==> src/rtl/seq_mul16_cla.sv <==
// ============================================================================
// Module   : seq_mul16_cla (with CLA_16bit)
// Brief    : Sequential 16x16 unsigned shift-add multiplier, one CLA add/cycle.
// Revision : 1.0 - initial release
// ============================================================================
`default_nettype none

module CLA_16bit (
  input  logic [15:0] a,
  input  logic [15:0] b,
  input  logic        cin,
  output logic [15:0] sum,
  output logic        cout,
  output logic        gp,
  output logic        gg
);

  logic [15:0] w_p;
  logic [15:0] w_g;
  logic [15:0] w_c;
  logic [3:0]  w_grp_p;
  logic [3:0]  w_grp_g;
  logic [4:0]  w_grp_c;

  assign w_p = a ^ b;
  assign w_g = a & b;

  generate
    for (genvar k = 0; k < 4; k++) begin : g_grp
      localparam int c_B = 4 * k;

      assign w_grp_p[k] = w_p[c_B+3] & w_p[c_B+2] & w_p[c_B+1] & w_p[c_B];
      assign w_grp_g[k] = w_g[c_B+3]
                        | (w_p[c_B+3] & w_g[c_B+2])
                        | (w_p[c_B+3] & w_p[c_B+2] & w_g[c_B+1])
                        | (w_p[c_B+3] & w_p[c_B+2] & w_p[c_B+1] & w_g[c_B]);

      // Intra-group lookahead from the group carry-in
      assign w_c[c_B]   = w_grp_c[k];
      assign w_c[c_B+1] = w_g[c_B] | (w_p[c_B] & w_grp_c[k]);
      assign w_c[c_B+2] = w_g[c_B+1] | (w_p[c_B+1] & w_g[c_B])
                        | (w_p[c_B+1] & w_p[c_B] & w_grp_c[k]);
      assign w_c[c_B+3] = w_g[c_B+2] | (w_p[c_B+2] & w_g[c_B+1])
                        | (w_p[c_B+2] & w_p[c_B+1] & w_g[c_B])
                        | (w_p[c_B+2] & w_p[c_B+1] & w_p[c_B] & w_grp_c[k]);

      assign sum[c_B+3:c_B] = w_p[c_B+3:c_B] ^ w_c[c_B+3:c_B];
    end
  endgenerate

  // Second-level lookahead across the four groups
  assign w_grp_c[0] = cin;
  assign w_grp_c[1] = w_grp_g[0] | (w_grp_p[0] & cin);
  assign w_grp_c[2] = w_grp_g[1] | (w_grp_p[1] & w_grp_g[0])
                    | (w_grp_p[1] & w_grp_p[0] & cin);
  assign w_grp_c[3] = w_grp_g[2] | (w_grp_p[2] & w_grp_g[1])
                    | (w_grp_p[2] & w_grp_p[1] & w_grp_g[0])
                    | (w_grp_p[2] & w_grp_p[1] & w_grp_p[0] & cin);
  assign w_grp_c[4] = w_grp_g[3] | (w_grp_p[3] & w_grp_g[2])
                    | (w_grp_p[3] & w_grp_p[2] & w_grp_g[1])
                    | (w_grp_p[3] & w_grp_p[2] & w_grp_p[1] & w_grp_g[0])
                    | (w_grp_p[3] & w_grp_p[2] & w_grp_p[1] & w_grp_p[0] & cin);

  assign cout = w_grp_c[4];
  assign gp   = &w_grp_p;
  assign gg   = w_grp_g[3] | (w_grp_p[3] & w_grp_g[2])
              | (w_grp_p[3] & w_grp_p[2] & w_grp_g[1])
              | (w_grp_p[3] & w_grp_p[2] & w_grp_p[1] & w_grp_g[0]);

endmodule

module seq_mul16_cla #(
  parameter int WIDTH = 16
) (
  input  logic        clk,
  input  logic        rst_n,
  input  logic        in_valid,
  output logic        in_ready,
  input  logic [15:0] a,
  input  logic [15:0] b,
  output logic        out_valid,
  input  logic        out_ready,
  output logic [31:0] product,
  output logic        busy
);

  generate
    if (WIDTH != 16) begin : g_width_err
      $error("seq_mul16_cla: WIDTH must be 16");
    end
  endgenerate

  typedef enum logic [1:0] {
    S_IDLE = 2'd0,
    S_RUN  = 2'd1,
    S_DONE = 2'd2
  } state_t;

  state_t      r_state;
  state_t      w_state_nxt;
  logic [15:0] r_mcand;
  logic [15:0] r_acc_hi;
  logic [15:0] r_acc_lo;
  logic [3:0]  r_cnt;

  logic [15:0] w_add_b;
  logic [15:0] w_sum;
  logic        w_cout;
  logic        w_unused_gp;
  logic        w_unused_gg;

  assign w_add_b = r_acc_lo[0] ? r_mcand : 16'h0000;

  CLA_16bit u_cla (
    .a    (r_acc_hi),
    .b    (w_add_b),
    .cin  (1'b0),
    .sum  (w_sum),
    .cout (w_cout),
    .gp   (w_unused_gp),
    .gg   (w_unused_gg)
  );

  always_ff @(posedge clk or negedge rst_n) begin
    if (!rst_n) begin
      r_state <= S_IDLE;
    end else begin
      r_state <= w_state_nxt;
    end
  end

  always_comb begin
    w_state_nxt = r_state;
    in_ready    = 1'b0;
    out_valid   = 1'b0;
    busy        = 1'b0;
    case (r_state)
      S_IDLE: begin
        in_ready = 1'b1;
        if (in_valid) w_state_nxt = S_RUN;
      end
      S_RUN: begin
        busy = 1'b1;
        if (r_cnt == 4'd15) w_state_nxt = S_DONE;
      end
      S_DONE: begin
        busy      = 1'b1;
        out_valid = 1'b1;
        if (out_ready) w_state_nxt = S_IDLE;
      end
      default: w_state_nxt = S_IDLE;
    endcase
  end

  // 33-bit right shift of {carry, sum, acc_lo} keeps every add lossless
  always_ff @(posedge clk or negedge rst_n) begin
    if (!rst_n) begin
      r_mcand  <= 16'h0000;
      r_acc_hi <= 16'h0000;
      r_acc_lo <= 16'h0000;
      r_cnt    <= 4'd0;
    end else begin
      case (r_state)
        S_IDLE: begin
          if (in_valid) begin
            r_mcand  <= a;
            r_acc_hi <= 16'h0000;
            r_acc_lo <= b;
            r_cnt    <= 4'd0;
          end
        end
        S_RUN: begin
          r_acc_hi <= {w_cout, w_sum[15:1]};
          r_acc_lo <= {w_sum[0], r_acc_lo[15:1]};
          r_cnt    <= r_cnt + 4'd1;
        end
        default: ;
      endcase
    end
  end

  assign product = {r_acc_hi, r_acc_lo};

endmodule

`default_nettype wire

==> config.mk <==
export PLATFORM = sky130hd
export DESIGN_NAME = seq_mul16_cla
export DESIGN_NICKNAME = d
export VERILOG_FILES = /design/src/rtl/seq_mul16_cla.sv
export SDC_FILE = /design/constraint.sdc
export NUM_CORES = 1
export LEC_CHECK = 0
export BUFFER_PORTS_ARGS = -buffer_cell sky130_fd_sc_hd__clkbuf_2
export CAP_MARGIN = 20
export CORE_MARGIN = 4
export CORE_UTILIZATION = 58
export DETAILED_ROUTE_END_ITERATION = 8
export PLACE_DENSITY_LB_ADDON = 0.1
export SLEW_MARGIN = 20
export SYNTH_ARGS = -nofsm -noshare
export SYNTH_HDL_FRONTEND = slang
export SYNTH_SLANG_ARGS = --single-unit
export TNS_END_PERCENT = 20
==> constraint.sdc <==
create_clock -name clk -period 6.6 [get_ports clk]
set_clock_uncertainty 0.05 [all_clocks]
set_input_delay 0 -clock clk [delete_from_list [all_inputs] [get_ports clk]]
set_output_delay 0 -clock clk [all_outputs]
set_load 0.02 [all_outputs]
==> results of run 1 <==
## flip-flops by register name (all words and copies together) (netlist names)
signal and cells:
r_cnt 4, r_acc_hi 16, r_mcand 16, r_acc_lo 16, r_state 2
## layout make-up
type,instances,area [sq um]
multi-input cells,203,1590
flip-flops and latches,54,1350
fillers,376,1230
repair buffers,105,696
well taps,70,87.6
clock buffers,5,68.8
inverters,8,30.0
clock inverters,3,21.3
## per-layer routing
metal | GRT usage, % | vias up | wire length (um)
li1 | - | 1209 | -
met1 | 27.7 | 1158 | 2950
met2 | 38.1 | 62 | 3270
met3 | 3.59 | 9 | 253
met4 | 5.57 | 0 | 72
met5 | 0 | - | 0
## power by group through the flow
stage	Sequential, W	Clock, W	Combinational, W
final	0.000594	0.000184	0.00107
after floorplan	0.000664	0	0.000737
after global placement	0.000596	0	0.00103
after CTS	0.000593	0.000191	0.00108
after global routing	0.000616	0.000205	0.00119
after detailed placement	0.000600	0	0.00106
## worst paths after layout
path,depth (start not counted),endpoint,slack [ns],start
max,9,r_acc_hi[8]$_DFFE_PN0P_,3.77,r_acc_lo[0]$_DFFE_PN0P_
min,3,r_state[1]$_DFFE_PN0P_,0.02,out_ready
max reg2reg,9,r_acc_hi[8]$_DFFE_PN0P_,3.77,r_acc_lo[0]$_DFFE_PN0P_
min reg2reg,1,r_mcand[4]$_DFFE_PN0P_,0.46,r_mcand[4]$_DFFE_PN0P_
max in group asynchronous,3,r_mcand[13]$_DFFE_PN0P_,5.76,rst_n
min in group asynchronous,3,r_acc_lo[14]$_DFFE_PN0P_,0.29,rst_n
## critical path: stages (launching register included)
cell and delay, ns:
dfrtp_1 0.70, and2_1 0.22, ha_1 0.28, a21oi_1 0.24
o22ai_1 0.17, nor3_2 0.30, o21bai_1 0.12, fa_1 0.38
xnor2_1 0.15, o21ai_1 0.07
## logic make-up after synthesis
family	count (synthesis)
AOI/OAI and AO/OA	84
and+or+nand+nor	61
DFF	54
muxes	25
adders and majority gates	24
buffers and inverters	21
xor gates and xnor gates	9
## what timing repair did
| item | 4_1_cts | 5_1_grt |
|---|---|---|
| endpoints found under the hold margin | 86 | 0 |
| hold buffers | 33 | 0 |
| buffers inserted | 0 | 0 |
## layout by cell type, fill, tap and decap left out, types with 9 or more instances in the layout
master / instances
a21oi_1: 14
o21ai_1: 20
dlygate4sd3_1: 33
mux2i_1: 9
clkbuf_2: 70
dfrtp_1: 54
nand2_1: 24
and2_1: 18
ha_1: 20
mux2_2: 16
o22ai_1: 17
## through the flow
stage / utilization [%] / std cells / setup WS [ns]
after detailed placement: 67.4 / 407 / 3.78
after floorplan: - / 278 / 4.04
final: 75.7 / 448 / 3.77
after global placement: 67.4 / 407 / 3.91
after CTS: 75.7 / 448 / 3.78
after global routing: 75.7 / 448 / 3.52
==> results.md, run 1 <==
* Relative slew slack at between 30% and 40%
* Die extent in x at 80.2 um
* Post-synth top area cell: dfrtp_1
* Die area at about 6400 sq um
* Max Cap Viol at 0
* 1st-pass router iterations at 4
* Clock power share at 10.0%
* Largest family of logic cells by synthesized area: compound AO/OA/AOI/OAI gates
* Layout net count at 437
* Post-route minimum period at around 2.8 ns
* Die height at between 80 and 90 um
* P per Cell Area at slightly below 500 nW/um^2
* Primary FF master, synth: dfrtp_1
* Synthesized area per cell at ~11 sq um
* Post-Syn Instances at between 200 and 300
* Combinational share of power at a little under 60%
* Fin crit share at between 40% and 50%
* Dpl cell area at 3420 sq um
* Async set or reset register ratio after synthesis at between 90% and 100%
* PostCTS Resize Cnt at 0
* Core Area at approximately 5000 sq um
* I/O Buffers at 70
* Adder-cell area share of the yosys netlist at 10.9%
* Vias per std cell at around 5.4
* Reg clk slew, reported paths at about 0.1 ns
* Max Clock Freq at ~350 MHz
* Vias in the first global route at around 2400
* Count leader, synth: dfrtp_1
* Leak pwr at between 1.5 and 2 nW
* Fin Setup TNS at 0 ns
* CP Max Fanout at 19
* Top cell type's share of synthesized area at between 40% and 50%
* Final Hold Violating Endpoints at 0
* Final setup vio count at 0
* Netlist cell types at between 40 and 50
* Number of clock sinks at 54
* Setup crit end kind: flop
* Starting Density at 59.6%
* Post-route ant nets at 0
* GP Congestion at 0.829
* Worst skew pair latency at just over 0.3 ns
* Synth warn at 0
* CTS tree: built
* Switching part of the total power at between 40 and 50%
* Compound-cell area share of the yosys netlist at approximately a fifth
* Seq pwr share at between 30% and 40%
* Detailed Route Iter0 Violations at 117
* Syn_nets at roughly 340
* Portion of netlist area occupied by mux cells at around 8.9%
* Gr ovfl total at 0
* Io pins at 71
* Post-Route WL at about 6500 um
* DR vias at 2438
* Sequential element share of the synthesized area at between 40% and 50%
* Row count at 26
* Synth Area in XOR/XNOR at roughly 2.6%
* Unrepaired setup endpoints after global routing: no
* Clock buffers created by TritonCTS at 5
* Initial antenna violation count at 0
* Post-synth EDFFs at 0
* Worst Max-Slew Pin Slew at 0.934 ns
* ANT cells at 0
* CP required at 6.71 ns
* DRC viols at 0
* Power, Total at between 0.0015 and 0.002 W
* Max Transition Viols Final at 0
* Synthesis-stage register bit count at 54
* Hold Path Class: input pin to flop
* Cell area after synthesis at roughly 3000 sq um
* Startpoint Class: flop
* DP Wirelength at 4380 um
* Largest net degree at the start of global routing at 55
* Min Hold Slack at 0.0227 ns
* GRT Overall Usage at a little over a fifth
* Syn-to-layout area delta at 26.9%
* Status: finished, final reports clean
* CP arrival at roughly 3.0 ns
* Simple-gate share of the synthesized area at between 10% and 20%
* Synth cell count leaders: 54 x dfrtp_1, 24 x nand2_1, 20 x ha_1, 20 x o21ai_1, 18 x and2_1
* CP Class: flop to flop
* H-Tree Depth at 2
* Wirelength per Cell at 14.6 um
* VDD IR max at ~270 uV
* Clk root buf: clkbuf_8
* Share of cells above drive strength 1 at around 29%
* Synth top area cells: dfrtp_1 45%, ha_1 8.3%, mux2_2 6.0%, and2_1 3.7%, o22ai_1 3.5%
* Internal power at a little over 0.001 W
* Finished Cell Area at between 3000 and 4000 sq um
* First-pass GRT wire length at approximately 11000 um
* Clock Path Buffers at 2
* Sw power at around 0.00084 W
(Power assumes the default switching activity.)
==> inputs of run 2 (changes only) <==
Settings changed: ABC_AREA set to 1, CORE_UTILIZATION 58 to 49.
Clock period 6.6 ns to 2.5 ns, I/O delays scaled along.
==> run 2 against run 1 <==
Largest cell class unchanged; flip-flop and latch count did not move; routed wire length increased by 7.8%; die area rose by 16%; combinational power grew 150%; critical endpoint is now r_acc_hi[7]$_DFFE_PN0P_; global-route usage decreased by 1.5 points; worst hold slack gained 0.016 ns; core utilization shrank 8.7 points; first-iteration DRC count decreased by 19%; synthesized area shrank 0.33%; non-clock buffer count up 5; final area is 3.8% higher; via count up 8.2%.
==> results.md, run 2 <==
* Most frequent cells in the layout: 106 x nand2_1, 70 x clkbuf_2, 53 x dfrtp_1, 41 x inv_1, 33 x dlygate4sd3_1
* Vias per std cell at around 5.0
* Simple-gate share of the synthesized area at just under 20%
* Post-Syn Instances at about 350
* Compound-cell area share of the yosys netlist at between 10% and 20%
* Fin cells at 529
* Worst Max-Slew Pin Slew at between 0.5 and 0.6 ns
* Finished Cell Area at roughly 4000 sq um
* Clk root buf: clkbuf_8
* Count leader, synth: nand2_1
* Wirelength per Cell at ~13 um
* Internal power at around 0.0027 W
* Synth cell count leaders: 106 x nand2_1, 54 x dfrtp_1, 41 x inv_1
* Async set or reset register ratio after synthesis at between 90% and 100%
* Share of cells above drive strength 1 at 25.6%
* Setup crit end kind: flop
* Hold path start: out_ready
* Vias in the first global route at 2671
* Relative slew slack at a little over 60%
* H-Tree Depth at 2
* Fin crit share at a little over nine tenths
* CP Max Fanout at 7
* CP Launch Point: r_acc_lo[0]$_DFFE_PN0P_
* Synthesized area per cell at about 9 sq um
* DR vias at around 2600
* Startpoint Class: flop
* Power, Total at slightly below 0.005 W
* Adder-cell area share of the yosys netlist at 11.0%
* Die extent in x at 86.4 um
* DP Worst Slack at ~0.058 ns
* Synth warn at 0
* Gr ovfl total at 0
* Post-Route WL at roughly 7100 um
* P per Cell Area at 1220 nW/um^2
* Netlist cell types at 31
* Number of clock sinks at 54
* Detailed Route Iter0 Violations at 95
* Layout fillers at 500
* Syn_nets at ~410
* Final setup vio count at 0
* CP required at 2.66 ns
* Die area at around 7500 sq um
* Max Clock Freq at 422 MHz
* Layout net count at approximately 500
* Largest net degree at the start of global routing at 26
* GRT Overall Usage at between 20% and 30%
* GP Congestion at 0.882
* Switching part of the total power at between 40 and 50%
* Worst R2R Start: r_acc_lo[0]$_DFFE_PN0P_
* First-pass GRT wire length at 12300 um
* Max Transition Viols Final at 0
* Starting Density at 50.6%
* Leak pwr at 2.21 nW
* CP Class: flop to flop
* CTS tree: built
* VDD IR max at 735 uV
* Worst Reg-to-Reg Cells at 10
* Synthesis-stage register bit count at 54
* Reg2reg setup slack at ~0.13 ns
* Combinational share of power at about 55%
* Regs by FF count: r_acc_hi (16), r_acc_lo (16), r_mcand (16)
* Sw power at between 0.002 and 0.0025 W
* Synth Area in XOR/XNOR at under 10%
* Cell area after synthesis at 3020 sq um
* Max Cap Viol at 0
* Dpl cell area at ~3500 sq um
* Post-synth EDFFs at 0
* Clock power share at between 10% and 20%
* Fin util at 66.9%
* Io pins at a little over 70
* Worst Hold Path EP: r_state[1]$_DFFE_PN0P_
* Clock Path Buffers at 2
* Syn-to-layout area delta at 32.2%
* Synth top area cells: dfrtp_1 45%, nand2_1 13%, ha_1 8.3%, mux2_2 6.0%, inv_1 5.1%
* Largest family of logic cells by synthesized area: simple AND/OR/NAND/NOR gates
* Initial antenna violation count at 0
* Placed cell count at approximately 490
* I/O Buffers at 70
* Core Area at 5960 sq um
* Most common cell after layout, fill and taps aside: nand2_1
* Portion of netlist area occupied by mux cells at 5.98%
* Die height at a little under 90 um
* Post-synth top area cell: dfrtp_1
* Post-route ant nets at 0
* DP Wirelength at about 5000 um
* Worst skew pair latency at 0.31 ns
* R2R Path End: r_acc_hi[7]$_DFFE_PN0P_
* Final Hold Violating Endpoints at 0
* DRC viols at 0
* CP arrival at 2.53 ns
* Top cell type's share of synthesized area at 44.8%
* Reg clk slew, reported paths at 0.10 ns
* Seq pwr share at 33.3%
* Row count at 28
* WHS Path Cells at 4
* Primary FF master, synth: dfrtp_1
* Hold Path Class: input pin to flop
* Post-route minimum period at ~2.4 ns
* 1st-pass router iterations at 6
* Status: finished, final reports clean
* Worst Slack Setup Final at about 0.13 ns
* Clock buffers created by TritonCTS at 5
* Sequential element share of the synthesized area at approximately 45%
* ANT cells at 0
[run 2: cell types whose count changed in the layout (fill, tap and decap cells not counted), moves of 12 or more]
cell / previous run / this run
and2_1: 18 / 0
o22ai_1: 17 / 1
o21ai_1: 20 / 1
nand2_1: 24 / 106
inv_1: 7 / 41
nor2_1: 4 / 16
[run 2: worst max-delay path: stages, from the launching register on]
cell and delay [ns]:
dfrtp_2 0.49, nand2_1 0.09, inv_1 0.04, ha_1 0.30, or2_0 0.24, nand2_1 0.08
nand2_2 0.09, nand2_1 0.08, nand2_1 0.12, fa_1 0.46, a22o_1 0.24
[run 2: repair_timing]
item,in CTS,in global routing
hold endpoints to repair,49,0
hold buffers,33,0
setup endpoints to repair,0,10
buffers inserted,0,1
gates resized for setup,0,8
[run 2: cell type report]
type / instances / area [sq um] / area share, %
Clock buffer: 5 / 68.8 / 1.73
Clock inverter: 3 / 40.0 / 1.00
Inverter: 44 / 165 / 4.14
Multi-Input combinational cell: 238 / 1520 / 38.1
Sequential cell: 54 / 1350 / 33.9
Tap cell: 75 / 93.8 / 2.35
Timing Repair Buffer: 110 / 746 / 18.7
[run 2: cell families after synthesis]
family,after synthesis
DFF,54
xor gates and xnor gates,4
buffers and inverters,53
adders and majority gates,24
AOI/OAI and AO/OA,50
and+or+nand+nor,144
muxes,16
[run 2: through the flow]
| step | setup TNS (ns) | hold slack [ns] |
|---|---|---|
| after CTS | 0 | 0.0422 |
| final | 0 | 0.0384 |
| after global placement | 0 | -0.0753 |
| after global routing | -0.00801 | 0.0763 |
| after floorplan | 0 | -0.346 |
| after detailed placement | 0 | -0.0702 |
[run 2: how the worst max path moves through the flow]
stage | slack (ns) | end | depth (start not counted)
after global placement | 0.13 | r_acc_hi[11]$_DFFE_PN0P_ | 12
after global routing | -0.008 | r_acc_hi[11]$_DFFE_PN0P_ | 12
final | 0.13 | r_acc_hi[7]$_DFFE_PN0P_ | 10
after CTS | 0.02 | r_acc_hi[11]$_DFFE_PN0P_ | 12
after floorplan | 0.01 | r_acc_hi[11]$_DFFE_PN0P_ | 10
after detailed placement | 0.06 | r_acc_hi[11]$_DFFE_PN0P_ | 12
[run 2: power by group through the flow]
stage	clock, W	combinational [W]	sequential, W
finish	0.000590	0.00265	0.00162
global route	0.000631	0.00300	0.00168
CTS	0.000603	0.00254	0.00161
detailed placement	0	0.00250	0.00162
global placement	0	0.00244	0.00161
floorplan	0	0.00163	0.00180
[run 2: metal layers]
metal	part of all wire, %	up-vias	GRT usage, %	wire, um
li1	-	1334	-	-
met1	46	1242	26.8	3270
met2	48	54	34.1	3380
met3	5.1	7	4.56	359
met4	0.71	0	3.82	50
met5	0	-	0	0
==> inputs of run 3 (changes only) <==
Settings changed: CORE_MARGIN 4 to 2.
==> run 3 against run 2 <==
First-iteration DRC count rose by 5.3%; worst hold slack got worse by 0.0022 ns; clock-buffer cell count up 2; critical path depth is 2 higher; register-to-register slack better by 0.03 ns; setup slack gained 0.026 ns; routed wire length shrank 0.41%; via count grew 1.2%; clock power down 1%; critical path type unchanged; largest cell class unchanged; largest power group unchanged.
==> results.md, run 3 (synthesized netlist as in run 2, its figures left out) <==
* First-pass GRT wire length at roughly 12000 um
* Max Transition Viols Final at 0
* Relative slew slack at around 53%
* Slowest CP cell: dfrtp_2
* Post-Route WL at approximately 7000 um
* Unrepaired setup endpoints after global routing: no
* Layout fillers at about 500
* VDD IR max at approximately 860 uV
* Die area at 6800 sq um
* Placed cell count at 487
* Initial antenna violation count at 0
* Detailed Route Iter0 Violations at 100
* I/O Buffers at 70
* Post-route minimum period at roughly 2.3 ns
* Io pins at 71
* Startpoint Class: flop
* CP arrival at about 2.5 ns
* Clock buffers created by TritonCTS at 5
* P per Cell Area at 1220 nW/um^2
* DP Wirelength at between 4000 and 5000 um
* Fin cells at between 500 and 600
* DR vias at around 2700
* CP required at roughly 2.7 ns
* Dpl cell area at 3450 sq um
* Gr ovfl total at 0
* Status: finished, final reports clean
* Vias per std cell at between 5 and 6
* Leak pwr at around 2.2 nW
* Crit-path max cell delay at about 0.45 ns
* Regs by FF count: r_acc_hi (16), r_acc_lo (16), r_mcand (16)
* GP Congestion at between 0.8 and 0.9
* Crit path buffers/inverters at 3
* Layout net count at 514
* Setup crit end kind: flop
* H-Tree Depth at 2
* Worst Max-Slew Pin Slew at 0.698 ns
* CP Max Fanout at 7
* Reg clk slew, reported paths at 0.09 ns
* Die height at 82.4 um
* Final Hold Violating Endpoints at 0
* Post-route ant nets at 0
* Clock Path Buffers at 2
* Row count at 28
* Crit path top cell by count: nand2_1
* CTS tree: built
* Fin util at 66.0%
* Finished Cell Area at between 3000 and 4000 sq um
* 1st-pass router iterations at 6
* Final setup vio count at 0
* Starting Density at 50.9%
* Vias in the first global route at roughly 2700
* Worst skew pair latency at approximately 0.3 ns
* Most frequent cells in the layout: 106 x nand2_1, 70 x clkbuf_2, 53 x dfrtp_1, 41 x inv_1, 33 x dlygate4sd3_1
* Critical Path, Cell by Cell: buf_4 -> nand2_1 -> inv_1 -> ha_1 -> nand2_1 -> inv_1 -> nand2_1 -> nor2_1 -> nand2_1 -> nand3_2 -> fa_1 -> a22o_1
* ANT cells at 0
* Max Cap Viol at 0
* DRC viols at 0
* Fin crit share at 93.8%
* Most common cell after layout, fill and taps aside: nand2_1
* Number of clock sinks at 54
* Wirelength per Cell at between 10 and 15 um
* Die extent in x at roughly 82 um
* Core Area at 5920 sq um
* GRT Overall Usage at between 20 and 25%
* CP Class: flop to flop
* Share of cells above drive strength 1 at between 20% and 30%
* Largest net degree at the start of global routing at 29
* Clk root buf: clkbuf_8
* Hold Path Class: input pin to flop
* Max Clock Freq at between 400 and 500 MHz
* Syn-to-layout area delta at 29.5%
* CP top delay family: adder cells
run 3: changes by cell type in the layout (fill, tap and decap cells not counted), sizes merged:
cell,before,now
buf,7,8
clkbuf,75,77
clkinv,2,0
run 3: worst paths after layout:
check,startpoint,end,slack (ns),cells past startpoint
max,r_acc_lo[0]$_DFFE_PN0P_,r_acc_hi[11]$_DFFE_PN0P_,0.16,12
max reg2reg,r_acc_lo[0]$_DFFE_PN0P_,r_acc_hi[11]$_DFFE_PN0P_,0.16,12
min reg2reg,r_cnt[0]$_DFFE_PN0P_,r_cnt[0]$_DFFE_PN0P_,0.46,1
max in group asynchronous,rst_n,r_cnt[1]$_DFFE_PN0P_,1.52,3
min in group asynchronous,rst_n,r_acc_hi[2]$_DFFE_PN0P_,0.21,2
min,out_ready,r_state[0]$_DFFE_PN0P_,0.04,4
run 3: metal layers:
layer / track usage [%] / part of all wire (%) / vias up
met1: 27.8 / 45 / 1259
met5: 0 / 0 / -
met4: 5.00 / 0.70 / 0
met2: 40.6 / 50 / 68
met3: 5.00 / 4.6 / 4
li1: - / - / 1337
run 3: where the power goes:
group | switching (W) | leakage, nW | internal [W] | total (W)
Sequential | 0.000308 | 0.661 | 0.00129 | 0.00160
Clock | 0.000282 | 0.0524 | 0.000300 | 0.000583
Combinational | 0.00157 | 1.50 | 0.00101 | 0.00258
run 3: layout make-up:
type	instances	area (sq um)	area share, %
Clock buffer	7	76.3	1.95
Clock inverter	1	30.0	0.769
Inverter	44	165	4.23
Multi-Input combinational cell	238	1450	37.0
Sequential cell	54	1350	34.6
Tap cell	75	93.8	2.40
Timing Repair Buffer	111	741	19.0
run 3: worst register-to-register path: cells and delay by family (launching register included):
kind	cells	cell delay, ns
adders and majority gates	2	0.77
and+or+nand+nor	6	0.48
DFF	1	0.45
buffers and inverters	3	0.28
AOI/OAI and AO/OA	1	0.23
run 3: metrics by stage:
step / power (W) / setup TNS (ns) / hold slack, ns / setup slack [ns]
2_1_floorplan: 0.00343 / 0 / -0.346 / 0.0130
3_3_place_gp: 0.00405 / 0 / 0.0366 / 0.0893
3_5_place_dp: 0.00413 / -0.00220 / 0.0342 / -0.00220
4_1_cts: 0.00476 / 0 / 0.0262 / 0.0915
5_1_grt: 0.00519 / 0 / 0.0297 / 0.00324
6_report: 0.00476 / 0 / 0.0362 / 0.155
run 3: what timing repair did:
action / in CTS / in global routing
endpoints found under the hold margin: 58 / 0
hold buffers: 33 / 0
gates resized for setup: 1 / 0
setup buffers: 0 / 2
endpoints found under the setup margin: 1 / 4
